==> src/rtl/stream_mux_rr.sv <==
`default_nettype none
// +---------------------------------------------------------------------------+
// | stream_mux_rr : N-channel registered valid/ready stream multiplexer with  |
// |                 fixed-select or round-robin arbitration.                  |
// | Optional build macro STREAM_MUX_LOCK_EN enables round-robin packet lock.  |
// | Revision: 1.0                                                             |
// +---------------------------------------------------------------------------+
module stream_mux_rr #(
    parameter int N     = 4,
    parameter int WIDTH = 8,
    parameter int SELW  = $clog2(N)
) (
    input  logic                 clk,
    input  logic                 rst,
    input  logic                 mode,
    input  logic [SELW-1:0]      sel,
    input  logic [N-1:0]         in_valid,
    input  logic [N*WIDTH-1:0]   in_data,
    input  logic [N-1:0]         in_last,
    output logic [N-1:0]         in_ready,
    output logic                 out_valid,
    output logic [WIDTH-1:0]     out_data,
    output logic [SELW-1:0]      out_chan,
    input  logic                 out_ready
);

    logic                out_valid_q, out_valid_d;
    logic [WIDTH-1:0]    out_data_q,  out_data_d;
    logic [SELW-1:0]     out_chan_q,  out_chan_d;
    logic [SELW-1:0]     last_q,      last_d;

`ifdef STREAM_MUX_LOCK_EN
    logic                lock_q,      lock_d;
    logic [SELW-1:0]     lock_chan_q, lock_chan_d;
`else
    logic                w_unused_last;
    assign w_unused_last = ^in_last;
`endif

    logic                w_load;
    logic                w_xfer;
    logic [N-1:0]        w_grant;
    logic [SELW-1:0]     w_gidx;
    logic [WIDTH-1:0]    w_gdata;
    logic [SELW-1:0]     w_idx;
    logic                w_found;

    assign w_load   = ~out_valid_q | out_ready;
    assign in_ready = w_grant & {N{w_load & ~rst}};
    assign w_xfer   = |(in_valid & in_ready);

    always_comb begin
        w_grant = '0;
        w_found = 1'b0;
        w_idx   = '0;
        if (!mode) begin
            if ((32'(sel) < N) && in_valid[sel]) begin
                w_grant[sel] = 1'b1;
            end
        end
`ifdef STREAM_MUX_LOCK_EN
        else if (lock_q) begin
            // Mid-packet: only the locked channel may be granted.
            if (in_valid[lock_chan_q]) begin
                w_grant[lock_chan_q] = 1'b1;
            end
        end
`endif
        else begin
            // Search starts one past the last served channel, wrapping at N.
            for (int k = 1; k <= N; k++) begin
                w_idx = SELW'((int'(last_q) + k) % N);
                if (!w_found && in_valid[w_idx]) begin
                    w_grant[w_idx] = 1'b1;
                    w_found        = 1'b1;
                end
            end
        end
    end

    always_comb begin
        w_gidx  = '0;
        w_gdata = '0;
        for (int i = 0; i < N; i++) begin
            if (w_grant[i]) begin
                w_gidx  = SELW'(i);
                w_gdata = in_data[i*WIDTH +: WIDTH];
            end
        end
    end

    always_comb begin
        out_valid_d = out_valid_q;
        out_data_d  = out_data_q;
        out_chan_d  = out_chan_q;
        last_d      = last_q;
        if (w_load) begin
            out_valid_d = w_xfer;
            if (w_xfer) begin
                out_data_d = w_gdata;
                out_chan_d = w_gidx;
            end
        end
        // Fixed-mode traffic leaves the round-robin history untouched.
        if (w_xfer && mode) begin
            last_d = w_gidx;
        end
    end

`ifdef STREAM_MUX_LOCK_EN
    always_comb begin
        lock_d      = lock_q;
        lock_chan_d = lock_chan_q;
        if (!mode) begin
            lock_d = 1'b0;
        end else if (w_xfer) begin
            lock_d      = ~in_last[w_gidx];
            lock_chan_d = w_gidx;
        end
    end

    always_ff @(posedge clk) begin
        if (rst) begin
            lock_q      <= 1'b0;
            lock_chan_q <= '0;
        end else begin
            lock_q      <= lock_d;
            lock_chan_q <= lock_chan_d;
        end
    end
`endif

    always_ff @(posedge clk) begin
        if (rst) begin
            out_valid_q <= 1'b0;
            out_data_q  <= '0;
            out_chan_q  <= '0;
            last_q      <= SELW'(N - 1);
        end else begin
            out_valid_q <= out_valid_d;
            out_data_q  <= out_data_d;
            out_chan_q  <= out_chan_d;
            last_q      <= last_d;
        end
    end

    assign out_valid = out_valid_q;
    assign out_data  = out_data_q;
    assign out_chan  = out_chan_q;

endmodule
`default_nettype wire
==> config.mk <==
export PLATFORM = sky130hd
export DESIGN_NAME = stream_mux_rr
export DESIGN_NICKNAME = d
export VERILOG_FILES = /design/src/rtl/stream_mux_rr.sv
export SDC_FILE = /design/constraint.sdc
export NUM_CORES = 1
export LEC_CHECK = 0
export ABC_CLOCK_PERIOD_IN_PS = 2800
export CAP_MARGIN = 20
export CORE_MARGIN = 4
export CORE_UTILIZATION = 30
export CTS_CLUSTER_DIAMETER = 100
export DETAILED_ROUTE_END_ITERATION = 16
export SYNTH_ARGS = -nofsm -noshare
export SYNTH_HDL_FRONTEND = slang
export SYNTH_SLANG_ARGS = --single-unit
==> constraint.sdc <==
create_clock -name clk -period 2.8 [get_ports clk]
set_input_delay 0.28 -clock clk [delete_from_list [all_inputs] [get_ports clk]]
set_output_delay 0.28 -clock clk [all_outputs]
set_load 0.02 [all_outputs]
# == Word level (Yosys, flattened, before mapping) ==
# Cells that the tools add are included.
# op_classes
magnitude_cmp,10
bitwise,9
n_reduce_logical,14
muxes,42
add_sub_neg,4
# ops
operator,n
two-way mux 4 bit,9
two-way mux 8 bit,4
two-way mux 1 bit,17
"< comparator 2 x 3 -> 1 bit, second input constant",5
OR 4 bit,3
binary-select mux 1 bit (select 2 bit),5
demux 1 bit (select 2 bit),5
"greater-or-equal comparator 2 x 1 -> 1 bit, second input constant",5
logical AND 1 bit,9
AND 4 bit,2
"adder 2 x 1 -> 2 bit, second input constant",2
"adder 2 bit, second input constant",2
two-way mux 2 bit,2
OR reduction 4 bit,1
zero test 1 bit,3
NOT 1 bit,2
AND reduction 2 bit,1
AND 1 bit,1
OR 1 bit,1
# word_totals
elab_cells,83
output_inout_bits,15
in_bits,46
regBits,13

# == Longest topological paths before layout ==
# Gate-level depths: netlist (run 1).
# depth
depth_word,21
depth_mapped,12
ltp_nobuf,10

# == Least setup slack after synthesis (run 1) ==
# OpenSTA, ideal clock, no wires.
# synth_timing
path_type,reg-to-reg
from,register last_q[0]
to,register out_chan_q[1] (netlist: out_chan[1])
stages_incl_launch_ff,13
t_arrival_ns,2.617
n_path_buf,2
required_time_ns,2.676
path_slack_ns,0.059
path_cell_list,dfxtp_1 -> buf_6 -> inv_1 -> ha_1 -> mux4_2 -> a21oi_1 -> a221oi_1 -> a311oi_2 -> o32ai_2 -> a21oi_4 -> buf_6 -> mux2i_1 -> nor2_1
# synth_via
elab_chain_len,21
# synth_rtl
element,line_no,rtl
"start, declared",30,"logic [SELW-1:0] last_q, last_d;"
"start signal, assigned",138,last_q <= SELW'(N - 1);
"start signal, assigned",143,last_q <= last_d;
branches (longest 15 deep; another with < comparator 2 x 3 -> 1 bit),n/a,
two-way mux 4 bit (*),73,if (!w_found && in_valid[w_idx]) begin
two-way mux 4 bit (*),56,if (!mode) begin
AND 4 bit,49,assign in_ready = w_grant & {N{w_load & ~rst}};
AND 4 bit,50,assign w_xfer = |(in_valid & in_ready);
OR reduction 4 bit,50,
AND reduction 2 bit (no line),n/a,
"end signal, assigned",142,out_chan_q <= out_chan_d;
"end, declared",29,"logic [SELW-1:0] out_chan_q, out_chan_d;"
# Mark *: on every way between the ends. The select of a mux whose other input is x is not followed.
# A chain may end at the register's enable or synchronous reset.

# == Final worst setup path (run 1) ==
# layout_timing
from,register last_q[0]
to,register last_q[1]
# layout_via
elab_chain_len,21
# layout_rtl
element,line_no,rtl
branches (longest 15 deep; another with < comparator 2 x 3 -> 1 bit),n/a,
two-way mux 4 bit (*),73,
two-way mux 4 bit (*),56,
AND 4 bit,49,
AND 4 bit,50,
OR reduction 4 bit,50,
logical AND 1 bit,105,if (w_xfer && mode) begin
# Marked as above.

==> run_results.csv, run 1 <==
group,metric,value,unit
run_status,status,"completed",
power_and_ir_drop,p_sw,593,µW
min_path,worstHoldPathType,"flop to flop",
die,die-area,5460,µm²
setup_path,cp-end-kind,"flop",
synth,ys_ff_latch,13,
power_and_ir_drop,leakage,0.000989,µW
power_and_ir_drop,power_frac_comb,70.6,%
detailed_routing,vias,1613,
synth,async_reset_ff_share,0,%
sta,fmax,359,MHz
detailed_routing,drc,0,
synth,yosysWarnings,0,
die,start_util,31.7,%
finish,final_cell_mix,"clkdlybuf4s50_1 (48), buf_4 (37), nand2b_1 (12), o21ai_0 (12), dfxtp_1 (12)",
die,die_w,73.9,µm
cts,clockRootBuffer,"clkbuf_8",
setup_path,critPathMaxStageDelay,0.56,ns
detailed_routing,wire_per_inst,16.6,µm
synth,synth-xor-area-share,0,%
synth,ys_seq_area_share,20.0,%
place,hpwl,3730,µm
min_path,hold_depth,2,
synth,ys.flop_type,"dfxtp_1",
setup_path,cp_max_fo,8,
finish,area.growth.synth_to_final,78.9,%
place,dpl_cell_area,2140,µm²
power_and_ir_drop,p_per_area,634,nW/µm²
die,die_h,73.9,µm
cts,clockBufferDepth,2,
finish,final_common_cell,"clkdlybuf4s50_1",
global_route,grt_max_degree,13,
die,core,4120,µm²
sta,period_share,99.5,%
cts,clock_latency,0.24,ns
sta,layout_setup_ws,0.0126,ns
synth,synth_compound_area_share,35.7,%
cts,cts_made_buffers,3,
sta,slew_headroom,71.7,%
detailed_routing,drt_wl_total,4970,µm
sta,finalSetupViolCount,0,
cts,cts_tree,"done",
place,post-place-ws,-0.330,ns
synth,synth_mux_area_share,6.72,%
detailed_routing,drtIter0Drc,80,
sta,layout_min_cycle_time,2.79,ns
global_route,grtUsageTotal,17.3,%
synth,syn_avg_cell_area,8.47,µm²
die,std_cell_rows,23,
synth,synth-edff-count,0,
finish,stdcell_area,2330,µm²
sta,worstMarginPinSlew,0.421,ns
setup_path,cp-start-kind,"flop",
synth,synth.distinct_cells,43,
finish,layout-drive-gt1-share,26.9,%
global_route,globalRouteOverflowTotal,0,
power_and_ir_drop,ir_drop,0.328,mV
synth,synth_simple_gate_area_share,23.4,%
global_route,grt_pass1_vias,1538,
die,ios,61,
finish,diodes,0,
cts,clkSinkCount,13,
sta,maxSlewViolCount,0,
detailed_routing,dr.pass1.iters,4,
setup_path,path_class,"flop to flop",
synth,mappedNetlistNets,208,
setup_path,critPathArrivalTime,2.92,ns
global_route,grt_pass1_wl,7420,µm
synth,syn_inst,154,
sta,rsz0062_at_grt,"true",
setup_path,cp_cell_sequence,"buf_6 > mux4_2 > nand3b_1 > a221oi_2 > a311oi_2 > buf_4 > o32ai_4 > a21oi_4 > buf_6 > or3_4 > o31a_1",
setup_path,slowest_stage,"mux4_2",
cts,clk_pin_slew,0.06,ns
power_and_ir_drop,seqPwrFrac,18.2,%
setup_path,r2r_cells,11,
finish,fin_nets,304,
detailed_routing,antenna_left,0,
synth,syn_area,1300,µm²
setup_path,cp.required,2.93,ns
place,place.gp.congestion,0.880,
power_and_ir_drop,internal_power,885,µW
synth,synth_adder_area_share,7.68,%
cts,htree_num_levels,1,
synth,synth_top_family_by_area,"compound AO/OA/AOI/OAI gates",
sta,fin_skew,0.00216,ns
power_and_ir_drop,clockPowerShare,11.2,%
setup_path,cp_common_cell,"buf_6",
place,port_buffers,56,
power_and_ir_drop,switching_share,40.1,%
sta,hold_violations,0,
flow_run,drv_cap,0,
detailed_routing,via_per_inst,5.39,
global_route,grt_antenna_before_repair,0,
-- repair_timing --
item	in CTS	in global routing
hold buffers	0	0
gates resized for setup	19	14
pin swaps	3	5
cloned	1	0
buffers inserted	6	3
endpoints found under the setup margin	13	17
endpoints found under the hold margin	0	0
-- worst paths after layout --
check / endpoint / slack [ns] / from
worst max-delay path: last_q[1]$_SDFFE_PP1P_ / 0.01 / last_q[0]$_SDFFE_PP1P_
worst min-delay path: out_data[5]$_SDFFE_PP0P_ / 0.49 / out_data[5]$_SDFFE_PP0P_
worst max register to register: last_q[1]$_SDFFE_PP1P_ / 0.01 / last_q[0]$_SDFFE_PP1P_
worst min register to register: out_data[5]$_SDFFE_PP0P_ / 0.49 / out_data[5]$_SDFFE_PP0P_
-- Yosys cell counts (all sizes together) (5+ instances only) --
master / instances / share of area [%]
o21ai: 16 / 6.1
a21oi: 6 / 3.2
inv: 9 / 2.6
nand2b: 12 / 5.8
nor2: 10 / 3.5
a221oi: 7 / 4.7
o31ai: 6 / 3.5
buf: 5 / 3.1
nand2: 8 / 2.3
dfxtp: 13 / 20
nand3b: 8 / 4.6
ha: 8 / 7.7
-- stage by stage --
stage	setup TNS, ns	total power [µW]	std cells	utilization, %	hold WS, ns
floorplan	0	765	154	-	0.412
global placement	-3.99	1160	285	51.9	0.474
detailed placement	-4.47	1170	285	51.9	0.480
CTS	0	1430	296	55.8	0.491
global route	-0.613	1570	299	56.7	0.523
finish	0	1480	299	56.7	0.487
-- final cells by class --
| type | instances | area, µm² |
|---|---|---|
| Clock buffer | 4 | 45.0 |
| Fill cell | 379 | 1780 |
| Inverter | 9 | 33.8 |
| Multi-Input combinational cell | 125 | 1040 |
| Sequential cell | 13 | 262 |
| Tap cell | 50 | 62.6 |
| Timing Repair Buffer | 98 | 886 |
-- worst max-delay path: cells and delay by family, from the launching register on --
family | cells | cell delay [ns]
buffers and inverters | 3 | 0.46
DFF | 1 | 0.35
AOI/OAI and AO/OA | 5 | 0.77
and+or+nand+nor | 2 | 0.55
muxes | 1 | 0.56
-- registers in the layout, indices dropped and copies added, names as in the netlist --
| register | flops |
|---|---|
| out_valid | 1 |
| out_chan | 2 |
| last_q | 2 |
| out_data | 8 |
-- routing by layer --
metal | global-route usage [%] | wire length (µm) | vias to the layer above
met2 | 29.6 | 2640 | 48
met4 | 4.23 | 53 | 0
met3 | 3.56 | 234 | 4
met5 | 0 | 0 | -
met1 | 22.0 | 2040 | 784
li1 | - | - | 777
-- kinds of logic after synthesis --
| family | Yosys count |
|---|---|
| compound gates | 59 |
| fa+ha+maj | 8 |
| buf+inv | 17 |
| flops | 13 |
| mux | 5 |
| simple gates | 52 |
-- power by group through the flow --
stage	combinational [µW]	sequential (µW)	clock (µW)
after global routing	1120	277	177
after floorplan	433	332	0
final	1040	269	166
after global placement	890	269	0
after detailed placement	899	272	0
after CTS	991	270	171
Power figures use the tool's default switching activity.
==> run 2, diff against run 1 <==
- CAP_MARGIN: 20 -> not set
==> results of run 2 <==
The final DEF is identical to that of run 1; final timing and power are the same.
==> run 3, diff against run 2 <==
- RECOVER_POWER: not set -> 100
==> run_results.csv, run 3 (synthesized netlist as in run 1, its figures left out) <==
group,metric,value,unit
run_status,status,"completed",
cts,cts_tree,"done",
power_and_ir_drop,leakage,0.00102,µW
sta,rsz0062_at_grt,"true",
finish,diodes,0,
detailed_routing,drtIter0Drc,80,
detailed_routing,wire_per_inst,16.6,µm
power_and_ir_drop,p_per_area,626,nW/µm²
min_path,hold_depth,2,
place,post-place-ws,-0.330,ns
die,core,4120,µm²
power_and_ir_drop,ir_drop,0.327,mV
min_path,holdCritStartpoint,"out_data[5]$_SDFFE_PP0P_",
setup_path,cp.required,2.93,ns
setup_path,path_class,"flop to flop",
setup_path,r2r-end,"last_q[1]$_SDFFE_PP1P_",
cts,htree_num_levels,1,
detailed_routing,via_per_inst,5.39,
sta,finalSetupViolCount,0,
flow_run,drv_cap,0,
place,place.gp.congestion,0.880,
global_route,globalRouteOverflowTotal,0,
detailed_routing,dr.pass1.iters,4,
cts,clock_latency,0.24,ns
die,die_w,73.9,µm
sta,layout_setup_ws,0.0124,ns
global_route,grt_pass1_vias,1538,
sta,period_share,99.6,%
detailed_routing,drc,0,
die,die_h,73.9,µm
finish,largest_reg_flops,8,
cts,clk_pin_slew,0.06,ns
finish,fin_nets,304,
finish,final_cell_mix,"clkdlybuf4s50_1 (37), buf_4 (37), nand2b_1 (12), o21ai_0 (12), dfxtp_1 (12)",
die,std_cell_rows,23,
cts,clockBufferDepth,2,
detailed_routing,drt_wl_total,4960,µm
global_route,grt_antenna_before_repair,0,
min_path,hold_end,"out_data[5]$_SDFFE_PP0P_",
setup_path,cp-end-kind,"flop",
die,start_util,31.7,%
finish,area.growth.synth_to_final,78.9,%
setup_path,cp-start-kind,"flop",
sta,maxSlewViolCount,0,
place,port_buffers,56,
setup_path,critPathArrivalTime,2.92,ns
finish,fin_cells,299,
detailed_routing,vias,1612,
place,placed_cells,285,
sta,layout_min_cycle_time,2.79,ns
sta,fin_skew,0.00218,ns
setup_path,reg2reg_slack,0.01,ns
detailed_routing,antenna_left,0,
setup_path,r2r_cells,11,
cts,clockRootBuffer,"clkbuf_8",
sta,worstMarginPinSlew,0.422,ns
die,ios,61,
sta,slew_headroom,71.7,%
finish,utilization,56.7,%
place,hpwl,3730,µm
cts,cts_made_buffers,3,
global_route,grt_pass1_wl,7420,µm
global_route,grtUsageTotal,17.3,%
setup_path,cp_max_fo,8,
sta,fmax,359,MHz
die,die-area,5460,µm²
min_path,worstHoldPathType,"flop to flop",
sta,hold_violations,0,
setup_path,reg2reg_from,"last_q[0]$_SDFFE_PP1P_",
finish,layout-drive-gt1-share,26.9,%
global_route,grt_max_degree,13,
cts,clkSinkCount,13,
## run 3: changes by cell type in the layout (fill, tap and decap cells not counted)
cell / previous run / this run
dlygate4sd3_1: 0 / 11
clkdlybuf4s50_1: 48 / 37
## run 3: final cells by class
type / count / area, µm²
well taps: 50 / 62.6
flip-flops and latches: 13 / 262
multi-input cells: 125 / 1040
repair buffers: 98 / 886
clock buffers: 4 / 45.0
fillers: 379 / 1780
inverters: 9 / 33.8
## run 3: per-stage QoR
stage / power, µW / instance area (µm²) / hold WS [ns] / setup TNS (ns)
final: 1460 / 2330 / 0.485 / 0
after global routing: 1550 / 2330 / 0.520 / -0.613
after CTS: 1430 / 2300 / 0.491 / 0
after detailed placement: 1170 / 2140 / 0.480 / -4.47
after global placement: 1160 / 2140 / 0.474 / -3.99
after floorplan: 765 / 1300 / 0.412 / 0
## run 3: routing by layer
layer  vias to the layer above  global-route usage, %  share of wire [%]
li1                        776                      -                  -
met1                       786                   22.0                 41
met2                        46                   29.6                 53
met3                         4                   3.56                4.5
met4                         0                   4.23                1.1
met5                         -                      0                  0
## run 3: power breakdown
group          switching, µW  internal, µW  total [µW]
Combinational            498           529        1030
Sequential              26.8           240         267
Clock                   65.3           100         166
Total                    590           869        1460
## run 3: how the worst max path moves through the flow
stage	startpoint	end	cells past startpoint	slack (ns)
floorplan	last_q[0]$_SDFFE_PP1P_	out_chan[1]$_SDFFE_PP0P_	12	0.06
detailed placement	in_valid[2]	in_ready[3]	8	-0.33
finish	last_q[0]$_SDFFE_PP1P_	last_q[1]$_SDFFE_PP1P_	11	0.01
global route	last_q[0]$_SDFFE_PP1P_	out_data[3]$_SDFFE_PP0P_	12	-0.09
global placement	in_valid[2]	in_ready[1]	8	-0.31
CTS	last_q[0]$_SDFFE_PP1P_	out_data[7]$_SDFFE_PP0P_	10	0.0006
## run 3: what timing repair did
item / 4_1_cts / 5_1_grt
buffers inserted: 6 / 3
gates cloned: 1 / 0
hold buffers: 0 / 0
endpoints found under the setup margin: 13 / 17
resized for setup: 19 / 14
pin swaps: 3 / 5
## run 3: worst max-delay path, stage by stage, from the launching register on
cell	delay (ns)
dfxtp_2	0.35
buf_6	0.14
mux4_2	0.56
nand3b_1	0.20
a221oi_2	0.27
a311oi_2	0.08
buf_4	0.18
o32ai_4	0.24
a21oi_4	0.08
buf_6	0.14
or3_4	0.35
o31a_1	0.10
